### src/rtl/video_timing_rx.sv
// Sink-side video timing receiver: rebuilds x/y/frame from a raw sync/de stream,
// measures line and frame geometry, and tracks lock against WIDTH x HEIGHT.
module video_timing_rx #(
    parameter int WIDTH       = 1280,
    parameter int HEIGHT      = 1024,
    parameter int HS_POL      = 1,
    parameter int VS_POL      = 1,
    parameter int HTOT_W      = 12,
    parameter int VTOT_W      = 11,
    parameter int LOCK_FRAMES = 2
) (
    input  logic                      clk,
    input  logic                      reset,
    input  logic                      h_sync,
    input  logic                      v_sync,
    input  logic                      de,
    input  logic [23:0]               data_in,
    output logic                      de_o,
    output logic [$clog2(WIDTH)-1:0]  x,
    output logic [$clog2(HEIGHT)-1:0] y,
    output logic [23:0]               data_o,
    output logic                      frame,
    output logic [HTOT_W-1:0]         meas_hact,
    output logic [HTOT_W-1:0]         meas_htot,
    output logic [VTOT_W-1:0]         meas_vact,
    output logic [VTOT_W-1:0]         meas_vtot,
    output logic                      locked,
    output logic                      geom_err
);

    localparam int XW = $clog2(WIDTH);
    localparam int YW = $clog2(HEIGHT);
    localparam int CW = (LOCK_FRAMES > 1) ? $clog2(LOCK_FRAMES) : 1;
    localparam logic [XW-1:0]     X_LAST     = XW'(WIDTH - 1);
    localparam logic [YW-1:0]     Y_LAST     = YW'(HEIGHT - 1);
    localparam logic [HTOT_W-1:0] H_MAX      = {HTOT_W{1'b1}};
    localparam logic [VTOT_W-1:0] V_MAX      = {VTOT_W{1'b1}};
    localparam logic [HTOT_W-1:0] H_ACT      = HTOT_W'(WIDTH);
    localparam logic [VTOT_W-1:0] V_ACT      = VTOT_W'(HEIGHT);
    localparam logic [CW-1:0]     LAST_MATCH = CW'(LOCK_FRAMES - 1);
    localparam logic [1:0]        SYNC_POL   = {(VS_POL != 0), (HS_POL != 0)};

    typedef enum logic [1:0] {SEARCH, MEASURE, LOCKED} state_t;

    // bit 0 = h_sync, bit 1 = v_sync, both normalised to active-high
    logic [1:0] sync_raw, sync_act;
    logic [1:0] sync_reg, sync_prev_reg;
    logic       de_reg, de_prev_reg;
    logic [23:0] data_reg;

    logic [HTOT_W-1:0] hact_cnt_reg, htot_cnt_reg, ref_htot_reg;
    logic [VTOT_W-1:0] vact_cnt_reg, vtot_cnt_reg, ref_vtot_reg;
    logic              first_line_reg, line_bad_reg, sat_reg;
    logic [CW-1:0]     match_cnt_reg;
    state_t            state_reg;

    logic              hs_edge, vs_edge, de_rise, de_fall;
    logic              line_bad_now, sat_now, geom_ok, same_ref;
    logic [HTOT_W-1:0] cur_htot;

    assign sync_raw = {v_sync, h_sync};

    genvar gi;
    generate
        for (gi = 0; gi < 2; gi++) begin : g_pol
            assign sync_act[gi] = SYNC_POL[gi] ? sync_raw[gi] : ~sync_raw[gi];
        end
    endgenerate

    function automatic logic [HTOT_W-1:0] h_inc(input logic [HTOT_W-1:0] v);
        return (v == H_MAX) ? v : v + HTOT_W'(1);
    endfunction

    function automatic logic [VTOT_W-1:0] v_inc(input logic [VTOT_W-1:0] v);
        return (v == V_MAX) ? v : v + VTOT_W'(1);
    endfunction

    assign hs_edge = sync_reg[0] & ~sync_prev_reg[0];
    assign vs_edge = sync_reg[1] & ~sync_prev_reg[1];
    assign de_rise = de_reg & ~de_prev_reg;
    assign de_fall = ~de_reg & de_prev_reg;

    assign line_bad_now = de_fall && (hact_cnt_reg != H_ACT);
    assign sat_now      = (htot_cnt_reg == H_MAX) || (hact_cnt_reg == H_MAX) ||
                          (vtot_cnt_reg == V_MAX) || (vact_cnt_reg == V_MAX);
    // Line length of the line just closed, including one closing on this very cycle
    assign cur_htot     = hs_edge ? htot_cnt_reg : meas_htot;
    assign geom_ok      = (vact_cnt_reg == V_ACT) && !line_bad_reg && !line_bad_now &&
                          !sat_reg && !sat_now;
    assign same_ref     = (cur_htot == ref_htot_reg) && (vtot_cnt_reg == ref_vtot_reg);

    always_ff @(posedge clk) begin
        if (reset) begin
            sync_reg       <= '0;
            sync_prev_reg  <= '0;
            de_reg         <= 1'b0;
            de_prev_reg    <= 1'b0;
            data_reg       <= '0;
            de_o           <= 1'b0;
            data_o         <= '0;
            frame          <= 1'b0;
            x              <= '0;
            y              <= '0;
            first_line_reg <= 1'b1;
        end else begin
            sync_reg      <= sync_act;
            sync_prev_reg <= sync_reg;
            de_reg        <= de;
            de_prev_reg   <= de_reg;
            data_reg      <= data_in;
            de_o          <= de_reg;
            data_o        <= data_reg;
            frame         <= vs_edge;
            if (de_reg) begin
                if (de_rise)
                    x <= '0;
                else if (x != X_LAST)
                    x <= x + XW'(1);
            end
            // A frame edge coinciding with a de rise makes that line y=0
            if (vs_edge)
                first_line_reg <= 1'b1;
            if (de_rise) begin
                first_line_reg <= 1'b0;
                if (vs_edge || first_line_reg)
                    y <= '0;
                else if (y != Y_LAST)
                    y <= y + YW'(1);
            end
        end
    end

    always_ff @(posedge clk) begin
        if (reset) begin
            hact_cnt_reg <= '0;
            htot_cnt_reg <= '0;
            vact_cnt_reg <= '0;
            vtot_cnt_reg <= '0;
            meas_hact    <= '0;
            meas_htot    <= '0;
            meas_vact    <= '0;
            meas_vtot    <= '0;
        end else begin
            if (hs_edge) begin
                meas_htot    <= htot_cnt_reg;
                htot_cnt_reg <= HTOT_W'(1);
            end else begin
                htot_cnt_reg <= h_inc(htot_cnt_reg);
                // A line that never closes reports the saturated length
                if (htot_cnt_reg == H_MAX)
                    meas_htot <= H_MAX;
            end
            if (de_rise)
                hact_cnt_reg <= HTOT_W'(1);
            else if (de_reg)
                hact_cnt_reg <= h_inc(hact_cnt_reg);
            if (de_fall)
                meas_hact <= hact_cnt_reg;
            if (vs_edge) begin
                meas_vact    <= vact_cnt_reg;
                meas_vtot    <= vtot_cnt_reg;
                vact_cnt_reg <= VTOT_W'(de_rise);
                vtot_cnt_reg <= VTOT_W'(hs_edge);
            end else begin
                if (de_rise)
                    vact_cnt_reg <= v_inc(vact_cnt_reg);
                if (hs_edge)
                    vtot_cnt_reg <= v_inc(vtot_cnt_reg);
            end
        end
    end

    always_ff @(posedge clk) begin
        if (reset) begin
            state_reg     <= SEARCH;
            match_cnt_reg <= '0;
            ref_htot_reg  <= '0;
            ref_vtot_reg  <= '0;
            line_bad_reg  <= 1'b0;
            sat_reg       <= 1'b0;
            locked        <= 1'b0;
            geom_err      <= 1'b0;
        end else begin
            if (vs_edge) begin
                ref_htot_reg <= cur_htot;
                ref_vtot_reg <= vtot_cnt_reg;
                line_bad_reg <= 1'b0;
                sat_reg      <= 1'b0;
            end else begin
                line_bad_reg <= line_bad_reg | line_bad_now;
                sat_reg      <= sat_reg | sat_now;
            end
            case (state_reg)
                SEARCH: begin
                    if (vs_edge) begin
                        state_reg     <= MEASURE;
                        match_cnt_reg <= '0;
                    end
                end
                MEASURE: begin
                    // The first good frame of a run becomes the reference geometry
                    if (vs_edge) begin
                        if (geom_ok && (match_cnt_reg == '0 || same_ref)) begin
                            if (match_cnt_reg == LAST_MATCH) begin
                                state_reg     <= LOCKED;
                                match_cnt_reg <= '0;
                                locked        <= 1'b1;
                            end else begin
                                match_cnt_reg <= match_cnt_reg + CW'(1);
                            end
                        end else begin
                            match_cnt_reg <= '0;
                        end
                    end
                end
                LOCKED: begin
                    if (line_bad_now || htot_cnt_reg == H_MAX || vtot_cnt_reg == V_MAX ||
                        (vs_edge && !(geom_ok && same_ref))) begin
                        state_reg <= SEARCH;
                        locked    <= 1'b0;
                        geom_err  <= 1'b1;
                    end
                end
                default: state_reg <= SEARCH;
            endcase
        end
    end

endmodule
### config.mk
export PLATFORM = sky130hd
export DESIGN_NAME = video_timing_rx
export DESIGN_NICKNAME = d
export VERILOG_FILES = /design/src/rtl/video_timing_rx.sv
export SDC_FILE = /design/constraint.sdc
export NUM_CORES = 1
export LEC_CHECK = 0
export ABC_AREA = 1
export BUFFER_PORTS_ARGS = -buffer_cell sky130_fd_sc_hd__buf_2
export CORE_UTILIZATION = 51
export CTS_CLUSTER_DIAMETER = 150
export DETAILED_ROUTE_END_ITERATION = 10
export PLACE_DENSITY = 0.76
export SYNTH_ARGS = -nofsm -noshare
export SYNTH_HDL_FRONTEND = slang
export SYNTH_SLANG_ARGS = --single-unit
### constraint.sdc
create_clock -name clk -period 1.6 [get_ports clk]
set_input_delay 0.08 -clock clk [delete_from_list [all_inputs] [get_ports clk]]
set_output_delay 0.08 -clock clk [all_outputs]
set_load 0.005 [all_outputs]
==> flow_summary.toml <==
[final_layout]
area_growth_pct = 51.9
final_cell_mix = "176 x buf_4, 165 x dfxtp_1, 164 x inv_1"
fin_cells = 1541
num_antenna_cells = 0
drive_gt1_share_pct = 37.8
nNetsFinal = 1385
layout_commonest_cell = "buf_4"

[synthesis]
synth_ff_type = "dfxtp_1"
yosys.area_share.simple_pct = 23.6
synth-compound-area-share_pct = 12.6
avgSynthCellArea_um2 = 7.48
async_reset_ff_share_pct = 0
synthesis.area_mm2 = 0.00750
synthMuxAreaShare_pct = 0
synth_seq_area_share_pct = 50.2
syn_inst = 1003
synth_top_family_by_area = "simple AND/OR/NAND/NOR gates"
synth_fa_ha_area_share_pct = 1.33
synth_warnings = 0
synth_edf_count = 0
syn_nets = 1040
synth-xor-area-share_pct = 1.28
ys_types = 43
ys_seq_elements = 188

[drt]
wl_met2_um = 12300
drc = 0
drt_iter0_drc = 619
vias = 8072
maxUsedRoutingLayer = "met4"
vias_per_cell = 5.24
wire_per_inst_um = 15.2
wl_met3_um = 1340
drt.antenna.violating_nets = 0
wl_um = 23500
drtPass1Iterations = 6
met1Wirelength_um = 9000

[placement]
io_buffers = 123
dp_cells = 1425
gp_congestion = 0.906
dp_hpwl_um = 13000

[global_route]
overflow = 0
antenna_found_initial = 0
grt_usage_pct = 27.8
grt_pass1_vias = 7421
grt_start_max_net_pins = 50
grt_pass1_wl_um = 33000

[clock_network]
clk_path_buf_depth = 2
cts_tree = "yes"
cts-root-buf = "clkbuf_16"
htree_levels = 4
clkSinkCount = 188
clk_pin_slew_worst_paths_ps = 70
cts_buffers = 17
clk_latency_ps = 440

[sta]
final_period_minus_worst_setup_slack_ps = 1960
final_max_slew_viol_count = 0
finalClockSkew_ps = 11.6
rsz0062_at_grt = "true"
max_freq_ghz = 0.510
timing.final.crit_share_pct = 123
max_slew_margin_pct = 66.8
hold_viol_final = 0
finalSetupViolCount = 24
hold_slack_ps = 16.1
max_slew.worst_pin.slew_ps = 498
setup_ws_ps = -363

[power]
p_int_w = 0.00748
clockPowerShare_pct = 41.4
p_per_area_mw_per_mm2 = 892
p_leak_nw = 5.28
power_frac_comb_pct = 10.4
p_sw_w = 0.00268
ir_drop_v = 0.000848
switching_share_pct = 26.4
power_frac_seq_pct = 48.2

[floorplanning]
core_area_mm2 = 0.0141
die_w_um = 123
row_count = 43
dieHeight_um = 123
start_util_pct = 53.2
die-area_mm2 = 0.0152
io_pins = 124

[run]
maxCapViolCount = 0

[critical_path]
worstSetupPathType = "flop to flop"
arrival_ps = 2330
crit_required_ps = 1970
endpoint_kind = "flop"
startpoint_type = "flop"
critPathMaxFanout = 5

[worst_hold_path]
hold_class = "primary input to flop"

[outcome]
status = "complete, but fails checks"
violations = "negative setup slack"
[final cells by class]
type                    count  area (um2)
inverters                 184         711
well taps                 180         225
clock inverters            13         150
multi-input cells         606        3550
clock buffers              19         453
flip-flops and latches    188        3800
fillers                   831        2700
repair buffers            351        2510
[metal layers]
metal | vias up | GRT usage [%]
li1 | 3868 | -
met1 | 3773 | 30.7
met2 | 336 | 50.7
met3 | 95 | 5.86
met4 | 0 | 12.7
met5 | - | 0
[final timing paths]
path | from | to | slack, ps | cells past startpoint
setup / recovery | sync_prev_reg[0] | locked | -360 | 14
hold / removal | reset | frame | 20 | 2
setup reg to reg | sync_prev_reg[0] | locked | -360 | 14
hold reg to reg | data_reg[13] | data_o[13] | 400 | 2
[power by group through the flow]
stage | Combinational [W] | Sequential, W | Clock, W
after floorplan | 0.000414 | 0.00499 | 0
after global placement | 0.000743 | 0.00498 | 0
after detailed placement | 0.000760 | 0.00499 | 0
after CTS | 0.000919 | 0.00489 | 0.00422
after global routing | 0.00115 | 0.00491 | 0.00444
final | 0.00106 | 0.00490 | 0.00421
[worst max-delay path, stage by stage, from the launching register on]
cell     delay, ps
dfxtp_4        370
buf_6          130
nor2_4         230
nand2_2        110
nand3_2         70
nand2_1         70
nor2_1         180
nand2_1        100
nor2_2         130
nand3_2        120
nand2_2        100
nand2_2         50
nand2_2         70
nand2_2         50
a21oi_2        120
[kinds of logic after synthesis]
family	count (synthesis)
AND/OR/NAND/NOR	411
buffers and inverters	211
flip-flops	188
AO/OA/AOI/OAI	174
XOR/XNOR	11
adder cells (fa/ha/maj)	8
[synth_stat cells, types with 3 or more instances]
library cell,instances,area (um2)
nand2_1,180,676
nor3_2,4,40.0
nor2_1,118,443
a31oi_1,4,25.0
o21ai_0,56,280
xor2_1,9,78.8
inv_1,179,672
a211oi_1,5,37.5
nor3_1,26,130
nor2_2,3,18.8
ha_1,8,100
inv_2,4,15.0
o22ai_1,20,125
nand4_1,8,50.1
dfxtp_1,188,3760
buf_1,7,26.3
nand3_1,54,270
a21oi_1,77,385
buf_6,3,33.8
clkbuf_1,15,56.3
nand2_2,4,25.0
[per-stage QoR]
stage / TNS (ps) / util [%] / worst slack, ps / instance area, um2 / power (W)
final: -3310 / 80.8 / -363 / 11400 / 0.0102
after global routing: -7210 / 80.8 / -648 / 11400 / 0.0105
after CTS: -1140 / 76.4 / -148 / 10800 / 0.0100
after detailed placement: -3030 / 66.3 / -303 / 9340 / 0.00575
after global placement: -1980 / 66.3 / -214 / 9340 / 0.00573
after floorplan: -19.6 / - / -11.6 / 7520 / 0.00540
[timing repair]
item,in CTS,in global routing
gates cloned,2,1
pin swaps,37,61
gates resized for setup,83,135
setup endpoints to repair,30,66
hold endpoints to repair,27,0
hold buffers,27,0
buffers inserted,36,23
Power figures use the tool's default switching activity.
